$ cat src/rtl/axi_sts_read_arbiter.sv
// axi_sts_read_arbiter: shares one AXI4-Lite read-only status slave
// between two masters, one read in flight, round-robin grant.
module axi_sts_read_arbiter #(
  parameter int AXI_DATA_WIDTH = 32,
  parameter int AXI_ADDR_WIDTH = 16
) (
  input  logic                      aclk,
  input  logic                      aresetn,

  input  logic [AXI_ADDR_WIDTH-1:0] s0_axi_araddr,
  input  logic                      s0_axi_arvalid,
  output logic                      s0_axi_arready,
  output logic [AXI_DATA_WIDTH-1:0] s0_axi_rdata,
  output logic [1:0]                s0_axi_rresp,
  output logic                      s0_axi_rvalid,
  input  logic                      s0_axi_rready,

  input  logic [AXI_ADDR_WIDTH-1:0] s1_axi_araddr,
  input  logic                      s1_axi_arvalid,
  output logic                      s1_axi_arready,
  output logic [AXI_DATA_WIDTH-1:0] s1_axi_rdata,
  output logic [1:0]                s1_axi_rresp,
  output logic                      s1_axi_rvalid,
  input  logic                      s1_axi_rready,

  output logic [AXI_ADDR_WIDTH-1:0] m_axi_araddr,
  output logic                      m_axi_arvalid,
  input  logic                      m_axi_arready,
  input  logic [AXI_DATA_WIDTH-1:0] m_axi_rdata,
  input  logic [1:0]                m_axi_rresp,
  input  logic                      m_axi_rvalid,
  output logic                      m_axi_rready,

  output logic                      busy
);

  typedef enum logic [1:0] {
    IDLE,
    ADDR,
    DATA,
    RESP
  } state_t;

  state_t                    state;
  state_t                    state_nx;
  logic                      last_grant;
  logic                      last_grant_nx;
  logic                      grant;
  logic                      grant_nx;
  logic [AXI_ADDR_WIDTH-1:0] addr_reg;
  logic [AXI_ADDR_WIDTH-1:0] addr_nx;
  logic [AXI_DATA_WIDTH-1:0] rdata_reg;
  logic [AXI_DATA_WIDTH-1:0] rdata_nx;
  logic [1:0]                rresp_reg;
  logic [1:0]                rresp_nx;
  logic                      win0;
  logic                      win1;
  logic                      rsp_done;

  always_ff @(posedge aclk) begin
    if (!aresetn) begin
      state      <= IDLE;
      last_grant <= 1'b1;
      grant      <= 1'b0;
      addr_reg   <= '0;
      rdata_reg  <= '0;
      rresp_reg  <= '0;
    end else begin
      state      <= state_nx;
      last_grant <= last_grant_nx;
      grant      <= grant_nx;
      addr_reg   <= addr_nx;
      rdata_reg  <= rdata_nx;
      rresp_reg  <= rresp_nx;
    end
  end

  // On a tie the port not served last wins; the two wins are exclusive.
  always_comb begin
    win0 = s0_axi_arvalid & (~s1_axi_arvalid | last_grant);
    win1 = s1_axi_arvalid & (~s0_axi_arvalid | ~last_grant);
  end

  assign rsp_done = grant ? s1_axi_rready : s0_axi_rready;

  always_comb begin
    state_nx       = state;
    last_grant_nx  = last_grant;
    grant_nx       = grant;
    addr_nx        = addr_reg;
    rdata_nx       = rdata_reg;
    rresp_nx       = rresp_reg;
    s0_axi_arready = 1'b0;
    s1_axi_arready = 1'b0;
    unique case (state)
      IDLE: begin
        s0_axi_arready = win0;
        s1_axi_arready = win1;
        unique case (1'b1)
          win0: begin
            addr_nx  = s0_axi_araddr;
            grant_nx = 1'b0;
            state_nx = ADDR;
          end
          win1: begin
            addr_nx  = s1_axi_araddr;
            grant_nx = 1'b1;
            state_nx = ADDR;
          end
          default: ;
        endcase
      end
      ADDR: begin
        if (m_axi_arready) state_nx = DATA;
      end
      DATA: begin
        if (m_axi_rvalid) begin
          rdata_nx = m_axi_rdata;
          rresp_nx = m_axi_rresp;
          state_nx = RESP;
        end
      end
      RESP: begin
        if (rsp_done) begin
          last_grant_nx = grant;
          state_nx      = IDLE;
        end
      end
      default: state_nx = IDLE;
    endcase
  end

  // Everything below is registered state only, no m_axi_* feedthrough.
  always_comb begin
    m_axi_araddr  = addr_reg;
    m_axi_arvalid = (state == ADDR);
    m_axi_rready  = (state == DATA);
    s0_axi_rdata  = rdata_reg;
    s0_axi_rresp  = rresp_reg;
    s0_axi_rvalid = (state == RESP) & ~grant;
    s1_axi_rdata  = rdata_reg;
    s1_axi_rresp  = rresp_reg;
    s1_axi_rvalid = (state == RESP) & grant;
    busy          = (state != IDLE);
  end

endmodule
$ cat config.mk
export PLATFORM = sky130hd
export DESIGN_NAME = axi_sts_read_arbiter
export DESIGN_NICKNAME = d
export VERILOG_FILES = /design/src/rtl/axi_sts_read_arbiter.sv
export SDC_FILE = /design/constraint.sdc
export NUM_CORES = 1
export LEC_CHECK = 0
export BUFFER_PORTS_ARGS = -buffer_cell sky130_fd_sc_hd__buf_4
export CORE_MARGIN = 10
export CORE_UTILIZATION = 38
export CTS_CLUSTER_SIZE = 8
export DETAILED_ROUTE_END_ITERATION = 8
export GPL_TIMING_DRIVEN = 0
export PLACE_DENSITY = 0.77
export SLEW_MARGIN = 0
export SYNTH_ARGS = -nofsm -noshare
export SYNTH_HDL_FRONTEND = slang
export SYNTH_SLANG_ARGS = --single-unit
$ cat constraint.sdc
create_clock -name aclk -period 1.5 [get_ports aclk]
set_clock_uncertainty 0.15 [all_clocks]
set_input_delay 0.15 -clock aclk [delete_from_list [all_inputs] [get_ports aclk]]
set_output_delay 0.15 -clock aclk [all_outputs]
set_load 0.005 [all_outputs]
==> impl_metrics.yaml <==
outcome:
  run_status: "finished, violations left"
  violations: "negative setup slack"
yosys:
  synth.yosys.seq_area_share_pct: 43.2
  ys.flop_type: "dfxtp_1"
  synth-warning-count: 0
  synth_area_sq_um: 2500
  synth.avg_cell_area_sq_um: 8.63
  library_cells_used_by_synthesis: 22
  synth-async-reset-ratio_pct: 0
  post_synth_inst_count: 290
  synth-seq-cells: 54
  mappedNetlistNets: 368
  number_of_synthesized_flops_with_an_enable_pin: 0
final_layout:
  diodes: 0
  area.sequential_sq_um: 1090
  nNetsFinal: 603
  drive_above_1_share_pct: 45.2
  n_fill_cell: 483
  final_cells: 603
  areaGrowthSynthToFinish_pct: 87.5
  area_occupied_by_multi_input_gates_sq_um: 1130
run:
  maxCapViolations: 0
place:
  numPortBuffers: 163
  detailedPlacementHpwl_microns: 6590
  place.detailed.instances: 530
  final_wtd_congestion: 0.741
drt:
  drc: 0
  routedWlPerCell_microns: 15.8
  postRouteWirelength_microns: 9550
  drt-pass1-iter-count: 4
  detailedRoute.firstIterationViolations: 49
  vias: 2765
  drt.antenna.violating_nets: 0
  via_per_inst: 4.59
clock_tree:
  cts_buffer_depth: 2
  clock_insertion_delay_worst_skew_ns: 0.31
  clkSlewWorstSetupHoldPaths_ns: 0.10
  cts.root.buffer_cell: "clkbuf_8"
  clock_sink_count: 54
  numCtsBuffers: 5
  cts_tree: "built"
  depth_of_the_cts_h_tree: 2
global_route:
  global_route.usage.total_pct: 17.9
  first_global_vias: 2956
  grt_first_pass_wirelength_microns: 14900
  initial_antenna_violation_count: 0
  grt_overflow: 0
  grt_start_max_net_pins: 16
power:
  cellInternalPower_uw: 3320
  comb_power_share_pct: 42.5
  sw_share_pct: 31.2
  finalPower_uw: 4820
  switching_power_uw: 1510
  powerDensity_nw_per_um2: 1030
  leak_pwr_uw: 0.00221
  p_seq_share_pct: 40.0
  clock_power_share_pct: 17.5
  vdd_drop_max_mv: 0.709
sta:
  max_slew_margin_pct: 67.6
  max_clock_freq_mhz: 614
  timing.final.ws_setup_ns: -0.128
  timing.final.hold_violations: 0
  min_period_ns: 1.63
  worst_pin_slew_ns: 0.486
  post-route-period-util_pct: 109
  rsz_0062_raised_after_global_routing: "true"
  report.final.slew_viol_count: 0
  finalSetupViolations: 5
worst_setup_path:
  worstPathMaxFanout: 6
  critical_path.endpoint_type: "register"
  timing.critical_path.cells: "inv_2, ha_4, nor3b_4, a2111oi_4, mux2i_1"
  critPathLaunchType: "register"
  worst_path_max_delay_cell: "a2111oi_4"
  crit_type: "reg2reg"
  slowest_delay_ns: 0.40
  cp_data_arrival_time_ns: 1.71
  worst-endpoint-required_ns: 1.58
hold_path:
  hold_class: "in2reg"
die:
  io_pins: 165
  die_y_microns: 101
  effective_utilization_at_floorplan_pct: 39.2
  die_w_microns: 101
  floorplan.core_area_sq_um: 6390
  die-area_sq_um: 10200
  std_cell_rows: 29
==> placed cells by master, fill, tap and decap left out, types with 2 or more instances in the layout <==
master,netlist,layout
clkbuf_8,0,6
clkbuf_1,13,7
o21ai_0,14,14
dfxtp_1,54,51
ha_2,0,3
buf_4,35,202
a21boi_1,31,31
nor2b_1,2,2
dfxtp_4,0,2
o21a_1,3,2
a21oi_1,18,18
mux2i_1,19,17
mux2i_2,0,2
a21boi_0,4,3
o21ai_1,4,4
and2b_2,2,2
buf_6,1,5
nand2_1,74,73
dlygate4sd3_1,0,63
==> power groups by stage <==
stage | clock network, uW | registers, uW | logic (uW)
floorplan | 0 | 1940 | 825
global route | 921 | 1970 | 2250
CTS | 864 | 1920 | 1990
global placement | 0 | 1930 | 1750
finish | 843 | 1930 | 2050
detailed placement | 0 | 1940 | 1800
==> Yosys cell counts, types with 4 or more instances <==
library cell	instances	area share, %
a21oi_1	18	3.6
o21ai_1	4	0.80
mux2i_1	19	7.6
a21boi_1	31	9.3
a21boi_0	4	1.2
clkbuf_1	13	2.0
dfxtp_1	54	43
o21ai_0	14	2.8
ha_1	4	2.0
nand2_1	74	11
buf_4	35	10
==> worst max-delay path, delay by kind of cell (launching register included) <==
kind,cells,cell delay [ns]
compound gates,1,0.40
fa+ha+maj,1,0.17
mux,1,0.24
buf+inv,1,0.05
simple gates,1,0.15
flops,1,0.38
==> path summary, 6_finish.rpt <==
| check | start | to | slack (ns) | cells past startpoint |
|---|---|---|---|---|
| setup / recovery | state[0]$_SDFFE_PN0P_ | state[1]$_SDFFE_PN0P_ | -0.13 | 5 |
| hold / removal | s1_axi_araddr[6] | m_axi_araddr[6]$_SDFFE_PN0P_ | 0.01 | 3 |
| setup reg to reg | state[0]$_SDFFE_PN0P_ | state[1]$_SDFFE_PN0P_ | -0.13 | 5 |
| hold reg to reg | s0_axi_rdata[30]$_SDFFE_PN0P_ | s0_axi_rdata[30]$_SDFFE_PN0P_ | 0.32 | 2 |
==> repair_timing <==
item | 4_1_cts | 5_1_grt
endpoints found under the setup margin | 52 | 49
buffers inserted | 2 | 1
hold buffers | 63 | 0
pin swaps | 1 | 2
hold endpoints to repair | 49 | 0
gates resized for setup | 19 | 20
==> metal layers <==
layer	GRT usage (%)	wire length (microns)	part of all wire (%)
met5	0	0	0
met1	18.4	3510	37
met2	32.2	4900	51
met4	3.86	94	0.98
met3	8.37	1040	11
==> state kept, by name (all words and copies together), names as in the netlist <==
register	count
s0_axi_rresp	2
state	2
last_grant	1
grant	1
s0_axi_rdata	32
m_axi_araddr	16
==> layout make-up <==
| cell class | count | area share, % |
|---|---|---|
| plain buffers | 51 | 8.11 |
| clock buffers | 7 | 1.84 |
| clock inverters | 1 | 0.107 |
| inverters | 3 | 0.293 |
| multi-input cells | 181 | 24.0 |
| flip-flops and latches | 54 | 23.2 |
| well taps | 77 | 2.05 |
| repair buffers | 229 | 40.3 |
==> per-stage QoR <==
step / TNS, ns / worst slack, ns / util (%) / hold WS [ns] / instance area, sq um
floorplan: 0 / 0.0193 / - / 0.135 / 2530
global placement: -5.88 / -0.204 / 60.3 / 0.247 / 3850
detailed placement: -7.72 / -0.235 / 60.3 / 0.256 / 3850
CTS: -0.454 / -0.115 / 72.6 / 0.000158 / 4630
global route: -0.896 / -0.177 / 73.5 / 0.0102 / 4690
finish: -0.333 / -0.128 / 73.5 / 0.0117 / 4690
==> logic make-up after synthesis <==
kind of cell,after synthesis,synth area share [%]
buffers and inverters,55,13.9
flip-flops,54,43.2
AO/OA/AOI/OAI,75,19.7
multiplexers,19,7.60
adder cells (fa/ha/maj),4,2.00
AND/OR/NAND/NOR,83,13.6
Power figures use the tool's default switching activity.
